<file path="src/rtl/alu_arb_pkg.sv">
// Shared opcode constants, FSM encoding and opcode legality helper for alu_arbiter.
package alu_arb_pkg;

    localparam logic [3:0] ALU_ADD     = 4'b0000;
    localparam logic [3:0] ALU_SUB     = 4'b0001;
    localparam logic [3:0] ALU_NOT     = 4'b0010;
    localparam logic [3:0] ALU_SLL     = 4'b0011;
    localparam logic [3:0] ALU_SRL     = 4'b0100;
    localparam logic [3:0] ALU_AND     = 4'b0101;
    localparam logic [3:0] ALU_OR      = 4'b0110;
    localparam logic [3:0] ALU_SLT     = 4'b0111;
    localparam logic [3:0] ALU_OP_LAST = 4'b0111;

    localparam logic [1:0] ST_IDLE = 2'd0;
    localparam logic [1:0] ST_EXEC = 2'd1;
    localparam logic [1:0] ST_RESP = 2'd2;

    function automatic logic op_illegal(input logic [3:0] op);
        return op > ALU_OP_LAST;
    endfunction

endpackage

</file>
<file path="src/rtl/alu_arbiter_rr_grant.sv">
// Combinational requester picker: round-robin after last_grant, or fixed lowest-index
// priority when ALU_ARB_PRIO_EN is defined.
module rr_grant #(
    parameter int NUM_REQ = 2,
    parameter int ID_W    = 1
) (
    input  logic [NUM_REQ-1:0] valid,
    input  logic [ID_W-1:0]    last_grant,
    output logic [NUM_REQ-1:0] grant,
    output logic [ID_W-1:0]    grant_idx
);

`ifdef ALU_ARB_PRIO_EN
    logic unused_last;
    assign unused_last = ^last_grant;

    // Descending scan so the lowest asserted index is the final writer.
    always_comb begin
        grant     = '0;
        grant_idx = '0;
        for (int i = NUM_REQ - 1; i >= 0; i--) begin
            if (valid[ID_W'(i)]) begin
                grant              = '0;
                grant[ID_W'(i)]    = 1'b1;
                grant_idx          = ID_W'(i);
            end
        end
    end
`else
    // Scan from the farthest slot to the nearest one after last_grant; nearest wins.
    always_comb begin
        grant     = '0;
        grant_idx = '0;
        for (int k = NUM_REQ; k >= 1; k--) begin
            logic [ID_W-1:0] cand;
            cand = ID_W'((int'(last_grant) + k) % NUM_REQ);
            if (valid[cand]) begin
                grant       = '0;
                grant[cand] = 1'b1;
                grant_idx   = cand;
            end
        end
    end
`endif

endmodule

</file>
<file path="src/rtl/alu_arbiter.sv">
// Shares one combinational ALU among NUM_REQ requesters (IDLE -> EXEC -> RESP).
// Define ALU_ARB_PRIO_EN for fixed lowest-index priority instead of round-robin.
module alu_arbiter
    import alu_arb_pkg::*;
#(
    parameter int NUM_REQ = 2,
    parameter int ID_W    = 1
) (
    input  logic                  clk,
    input  logic                  reset,
    input  logic [NUM_REQ-1:0]    reqValid,
    output logic [NUM_REQ-1:0]    reqReady,
    input  logic [NUM_REQ*32-1:0] reqInputOne,
    input  logic [NUM_REQ*32-1:0] reqInputTwo,
    input  logic [NUM_REQ*4-1:0]  reqALUControl,
    input  logic [NUM_REQ*5-1:0]  reqShiftAmount,
    output logic [31:0]           aluInputOne,
    output logic [31:0]           aluInputTwo,
    output logic [3:0]            aluControl,
    output logic [4:0]            aluShiftAmount,
    input  logic [31:0]           aluResult,
    input  logic                  aluZero,
    output logic                  rspValid,
    input  logic                  rspReady,
    output logic [ID_W-1:0]       rspId,
    output logic [31:0]           rspResult,
    output logic                  rspZero,
    output logic                  rspIllegal
);

    logic [1:0]         state_q, state_d;
    logic [31:0]        op_a_q, op_a_d;
    logic [31:0]        op_b_q, op_b_d;
    logic [3:0]         ctrl_q, ctrl_d;
    logic [4:0]         shamt_q, shamt_d;
    logic [ID_W-1:0]    owner_q, owner_d;
    logic [ID_W-1:0]    last_grant_q, last_grant_d;
    logic               rsp_valid_q, rsp_valid_d;
    logic [ID_W-1:0]    rsp_id_q, rsp_id_d;
    logic [31:0]        rsp_result_q, rsp_result_d;
    logic               rsp_zero_q, rsp_zero_d;
    logic               rsp_illegal_q, rsp_illegal_d;

    logic [NUM_REQ-1:0] grant;
    logic [ID_W-1:0]    grant_idx;

    rr_grant #(
        .NUM_REQ (NUM_REQ),
        .ID_W    (ID_W)
    ) u_grant (
        .valid      (reqValid),
        .last_grant (last_grant_q),
        .grant      (grant),
        .grant_idx  (grant_idx)
    );

    assign reqReady = (state_q == ST_IDLE && !reset) ? grant : '0;

    always_comb begin
        state_d       = state_q;
        op_a_d        = op_a_q;
        op_b_d        = op_b_q;
        ctrl_d        = ctrl_q;
        shamt_d       = shamt_q;
        owner_d       = owner_q;
        last_grant_d  = last_grant_q;
        rsp_valid_d   = rsp_valid_q;
        rsp_id_d      = rsp_id_q;
        rsp_result_d  = rsp_result_q;
        rsp_zero_d    = rsp_zero_q;
        rsp_illegal_d = rsp_illegal_q;
        case (state_q)
            ST_IDLE: begin
                if (|reqReady) begin
                    op_a_d       = reqInputOne[32*grant_idx +: 32];
                    op_b_d       = reqInputTwo[32*grant_idx +: 32];
                    ctrl_d       = reqALUControl[4*grant_idx +: 4];
                    shamt_d      = reqShiftAmount[5*grant_idx +: 5];
                    owner_d      = grant_idx;
                    last_grant_d = grant_idx;
                    state_d      = ST_EXEC;
                end
            end
            ST_EXEC: begin
                rsp_valid_d = 1'b1;
                rsp_id_d    = owner_q;
                // Illegal opcodes never let the ALU's undefined output reach the response.
                if (op_illegal(ctrl_q)) begin
                    rsp_result_d  = 32'd0;
                    rsp_zero_d    = 1'b0;
                    rsp_illegal_d = 1'b1;
                end else begin
                    rsp_result_d  = aluResult;
                    rsp_zero_d    = aluZero;
                    rsp_illegal_d = 1'b0;
                end
                state_d = ST_RESP;
            end
            ST_RESP: begin
                if (rspReady) begin
                    rsp_valid_d = 1'b0;
                    state_d     = ST_IDLE;
                end
            end
            default: state_d = ST_IDLE;
        endcase
    end

    always_ff @(posedge clk) begin
        if (reset) begin
            state_q       <= ST_IDLE;
            op_a_q        <= '0;
            op_b_q        <= '0;
            ctrl_q        <= '0;
            shamt_q       <= '0;
            owner_q       <= '0;
            last_grant_q  <= ID_W'(NUM_REQ - 1);
            rsp_valid_q   <= 1'b0;
            rsp_id_q      <= '0;
            rsp_result_q  <= '0;
            rsp_zero_q    <= 1'b0;
            rsp_illegal_q <= 1'b0;
        end else begin
            state_q       <= state_d;
            op_a_q        <= op_a_d;
            op_b_q        <= op_b_d;
            ctrl_q        <= ctrl_d;
            shamt_q       <= shamt_d;
            owner_q       <= owner_d;
            last_grant_q  <= last_grant_d;
            rsp_valid_q   <= rsp_valid_d;
            rsp_id_q      <= rsp_id_d;
            rsp_result_q  <= rsp_result_d;
            rsp_zero_q    <= rsp_zero_d;
            rsp_illegal_q <= rsp_illegal_d;
        end
    end

    assign aluInputOne    = op_a_q;
    assign aluInputTwo    = op_b_q;
    assign aluControl     = ctrl_q;
    assign aluShiftAmount = shamt_q;
    assign rspValid       = rsp_valid_q;
    assign rspId          = rsp_id_q;
    assign rspResult      = rsp_result_q;
    assign rspZero        = rsp_zero_q;
    assign rspIllegal     = rsp_illegal_q;

endmodule
</file>
<file path="config.mk">
export PLATFORM = sky130hd
export DESIGN_NAME = alu_arbiter
export DESIGN_NICKNAME = d
export VERILOG_FILES = /design/src/rtl/alu_arb_pkg.sv /design/src/rtl/alu_arbiter_rr_grant.sv /design/src/rtl/alu_arbiter.sv
export SDC_FILE = /design/constraint.sdc
export NUM_CORES = 1
export LEC_CHECK = 0
export CAP_MARGIN = 25
export CORE_AREA = 2 2 114 116
export DETAILED_ROUTE_END_ITERATION = 8
export DIE_AREA = 0 0 116 118
export DONT_BUFFER_PORTS = 1
export HOLD_SLACK_MARGIN = 0.02
export PLACE_DENSITY_LB_ADDON = 0.12
export SLEW_MARGIN = 25
export SYNTH_ARGS = -nofsm -noshare
export SYNTH_HDL_FRONTEND = slang
export SYNTH_SLANG_ARGS = --single-unit
</file>
<file path="constraint.sdc">
create_clock -name clk -period 3.9 [get_ports clk]
set_input_delay 0.975 -clock clk [delete_from_list [all_inputs] [get_ports clk]]
set_output_delay 0.975 -clock clk [all_outputs]
set_load 0.03 [all_outputs]
</file>
Word level (Yosys, flattened, before mapping) --
Index checks and enable logic that the tools add are counted.
Storage, ports and cells: flip-flop bits (word level) 113, bits of input ports 184, logic and storage cells 59, output and inout bits 111
Operators by class: $mul 1, reductions and logical operators 10, equal/unequal tests 4, muxes and demuxes 21, shift operators 4, $add $sub $neg 2, order comparisons 5
Operators by type and width (number):
- $shiftx 64x7->32 | 2
- $mux 32 | 1
- $mux 1 | 11
- $mux 2 | 5
- $shiftx 10x5->5 | 1
- $shiftx 8x4->4 | 1
- $pmux 2 s3 | 1
- $reduce_and 2->1 | 3
- $gt 4x3->1 const B | 1
- $lt 1x2->1 const B | 2
- $mul 3x1->4 const A | 1
- $logic_and 1x1->1 | 3
- $add 1x1->1 const B | 2
- $demux 1 s1 | 2
- $eq 2x1->1 const B | 1
- $eq 2x2->1 const B | 1
- $ge 1x1->1 const B | 2
- $logic_not 2->1 | 1
- $ne 2x1->1 const B | 1
- $ne 2x2->1 const B | 1
- $pmux 1 s2 | 1
- $reduce_bool 2->1 | 1
- $reduce_or 2->1 | 1
- $logic_not 1->1 | 1

Depth between registers and ports, before layout --
depth in word-level cells 11, mapped depth 6, mapped depth without buffers 3

By module --
Synthesis repeated with hierarchy kept, for this count alone.
Unflattened totals: cells, all modules 516, area total of the unflattened synthesis 4991.0 µm²
By module, submodules not included:
- alu_arbiter | instances 1, cells an instance 512, area each 4964.8 µm², sequential area each 2262.2 µm²
- rr_grant | instances 1, cells an instance 4, area each 26.3 µm², sequential area each 0.0 µm²

Least setup slack after synthesis --
OpenSTA, ideal clock, no wires.
path kind input -> output, start point in reset, end point out reqReady[1], required time 2925 ps, setup slack 696 ps, stages on the path 4, data arrival time 2229 ps, cells stage by stage buf_2 clkbuf_1 clkbuf_1 nor3_1
On the way: longest elaborated chain between the ends 3
RTL lines:
- start: declaration | RTL line alu_arbiter.sv:10 | input logic reset,
- $logic_not 1->1 | RTL line alu_arbiter.sv:57 | assign reqReady = (state_q == ST_IDLE && !reset) ? grant : '0;
- $logic_and 1x1->1 | RTL line alu_arbiter.sv:57
- $mux 2 | RTL line alu_arbiter.sv:57
- end: declaration | RTL line alu_arbiter.sv:12 | output logic [NUM_REQ-1:0] reqReady,
No other way between the ends.

Worst setup path after layout --
start point reg state_q[1], end point out reqReady[0]
On the way: longest elaborated chain between the ends 3
RTL lines:
- start: declaration | RTL line alu_arbiter.sv:31 | logic [1:0] state_q, state_d;
- start signal: assignment | RTL line alu_arbiter.sv:124 | state_q <= state_d;
- $logic_not 2->1 | RTL line alu_arbiter.sv:57
- $logic_and 1x1->1 | RTL line alu_arbiter.sv:57
- $mux 2 | RTL line alu_arbiter.sv:57
No other way between the ends.

==> impl_results.md <==
* Maximum clock frequency at ~0.34 GHz
* Share of layout cells above drive strength 1 at 0.1416
* Power per standard cell area at 615.4 nW/um2
* Antenna fix cells at 0
* RSZ-0062 raised after global routing: no
* Post-DRT Antenna Nets at 0
* Fill cells at approximately 1200
* Hold Path Class: reg2reg
* Critical path arrival at roughly 2000 ps
* Root buf cell: clkbuf_16
* Worst hold slack at around 460 ps
* Fin crit share at 0.7637
* DR pass1 iterations at 5
* Distinct cells, synth at 27
* GP Congestion at 0.8134
* Nets at ~740
* Core area at between 10000 and 15000 um2
* Number of global-route vias before repair at between 4000 and 5000
* Vias at ~4700
* Crit-path max FO at 33
* Sequential share of the synthesized area at 0.4173
* Clock Skew at a little under 8 ps
* Number of gates resized after cts at 0
* Nature of the critical path startpoint: flip-flop
* Flops & latches, synth at ~110
* Setup TNS at 0 ps
* Min Clock Period, post-route at just under 3000 ps
* Std-Cell Rows at slightly above 40
* Most area-hungry cell type in the Yosys netlist: dfxtp_1
* Final Instance Count excl. Fillers at 744
* LEAKAGE at ~1.9 nW
* Crit Path Category: reg2out
* Critical path required time at 2920 ps
* Remaining DRCs at 0
* Total power at roughly 3.6 mW
* Via/cell ratio at 6.327
* Die width at 116 um
* Hold buffers post-CTS at 0
* Worst setup EP type: output port
* Synth area leaders: dfxtp_1 (42%), a21oi_1 (10%), nor4_1 (8.2%)
* YS warnings at 0
* Max_cap viols at 0
* Drt initial violations at 285
* First-pass GRT wire length at 24090 um
* CTS tree: done
* Gr ovfl total at 0
* # placed instances at 713
* IO Port Bufs at 0
* Final WL at 16290 um
* DIE HEIGHT at 118 um
* # setup viols final at 0
* GRT Util Overall at 0.2247
* Clock Sinks at roughly 110
* Clk buf depth at 2
* I/O pins at roughly 300
* Wire per inst at roughly 22 um
* Die Area at between 10000 and 15000 um2
* Reg clk slew, reported paths at about 50 ps
* Syn Nets at a little under 800
* Multi-input gate area at between 2000 and 3000 um2
* Register Area at about 2300 um2
* Detailed-placement wirelength estimate at 10200 um
* Starting Density at 0.4367
* Final hold violations at 0
* Setup Buffers After CTS at 0
* Initial antenna violation count at 0
* Post-Syn Area per Cell at just under 9 um2
* Largest net degree at the start of global routing at 116
* Slew Limit Fails at 0
* Mapped Cells at 610
* CTS Buf Count at 17
* Clk Latency, worst-skew pair at around 410 ps
* H-tree Lvls at 4
* Max-Slew Margin vs Limit at 0.3124
* Peak supply drop at between 0.2 and 0.25 mV
* Final Util at 0.4777
* Synth-to-layout area growth at 9.393%
* Post-synth top area share at 0.4173
* Cell area after synthesis at between 5000 and 6000 um2
* Outcome: complete, no violations
* Slew @ Worst Pin at 1031 ps
[where the power goes]
part           internal, mW  switching, mW
sequential             1.28          0.328
combinational         0.189          0.288
clock                  1.05          0.511
total                  2.52           1.13
[cells by family (layout without fill, tap and decap cells)]
logic type	after synthesis	in the layout	synth area share
DFF	113	113	0.4173
AOI/OAI and AO/OA	113	113	0.1069
buffers and inverters	81	43	0.07731
and+or+nand+nor	303	303	0.3986
[flip-flops by register name, indices dropped and copies added, names as in the netlist]
signal,count
aluInputOne,32
aluInputTwo,32
rspResult,32
aluShiftAmount,5
aluControl,4
state_q,2
last_grant_q,1
owner_q,1
rspId,1
rspIllegal,1
rspValid,1
rspZero,1
[cell usage in the layout (no fill, tap or decap), types with 2 or more instances in the layout]
| cell | instances |
|---|---|
| a21oi_1 | 109 |
| buf_4 | 12 |
| bufinv_16 | 2 |
| clkbuf_1 | 3 |
| clkbuf_16 | 17 |
| clkbuf_8 | 7 |
| clkinv_2 | 2 |
| dfxtp_1 | 113 |
| nand2_1 | 37 |
| nand3b_1 | 34 |
| nor2_1 | 2 |
| nor3_1 | 74 |
| nor4_1 | 71 |
| nor4_2 | 2 |
| nor4b_1 | 43 |
| nor4b_2 | 29 |
| nor4b_4 | 2 |
| or3b_2 | 2 |
[final timing paths]
| check | start | end | slack (ps) | cells past startpoint |
|---|---|---|---|---|
| min reg2reg | owner_q | rspId | 460 | 2 |
| max | state_q[1] | reqReady[0] | 920 | 2 |
| min | owner_q | rspId | 460 | 2 |
| max reg2reg | state_q[1] | aluInputTwo[16] | 1130 | 5 |
[routing by layer]
layer | GRT usage | vias up | wire length, um
met3 | 0.08754 | 28 | 1700
met2 | 0.3787 | 236 | 8104
met5 | 0 | - | 0
li1 | - | 2197 | -
met4 | 0.08631 | 0 | 329
met1 | 0.2531 | 2246 | 6150
[critical path: stages (launching register included)]
cell	delay, ps
dfxtp_1	380
or2_4	420
nor4b_2	790
[per-stage QoR]
| stage | worst slack [ps] | cell area (um2) |
|---|---|---|
| after floorplan | 695.5 | 5421 |
| after global placement | 1110 | 5328 |
| after detailed placement | 1110 | 5328 |
| after CTS | 883.2 | 5931 |
| after global routing | 856.2 | 5931 |
| final | 921.6 | 5931 |
[cell type report]
type,instances,share of cell area
multi-input cells,416,0.4654
flip-flops and latches,113,0.3814
clock buffers,27,0.08987
well taps,172,0.03629
repair buffers,12,0.01519
clock inverters,4,0.01181
[cell usage after synthesis]
master,count
buf_2,44
a221o_1,1
nand2b_1,1
a21oi_1,109
nand3b_1,34
o21ai_0,1
a21bo_2,1
dfxtp_1,113
nand2_1,37
clkbuf_1,27
nor4b_1,43
nor4_1,71
nor4b_4,2
buf_1,2
nor3_1,74
or2_2,1
or3b_2,2
nor2_1,3
nor2b_1,2
or2_1,1
nor4b_2,29
buf_4,2
buf_8,2
a2bb2oi_1,1
nor3b_1,1
buf_6,4
nor4_2,2
Power figures use the tool's default switching activity.
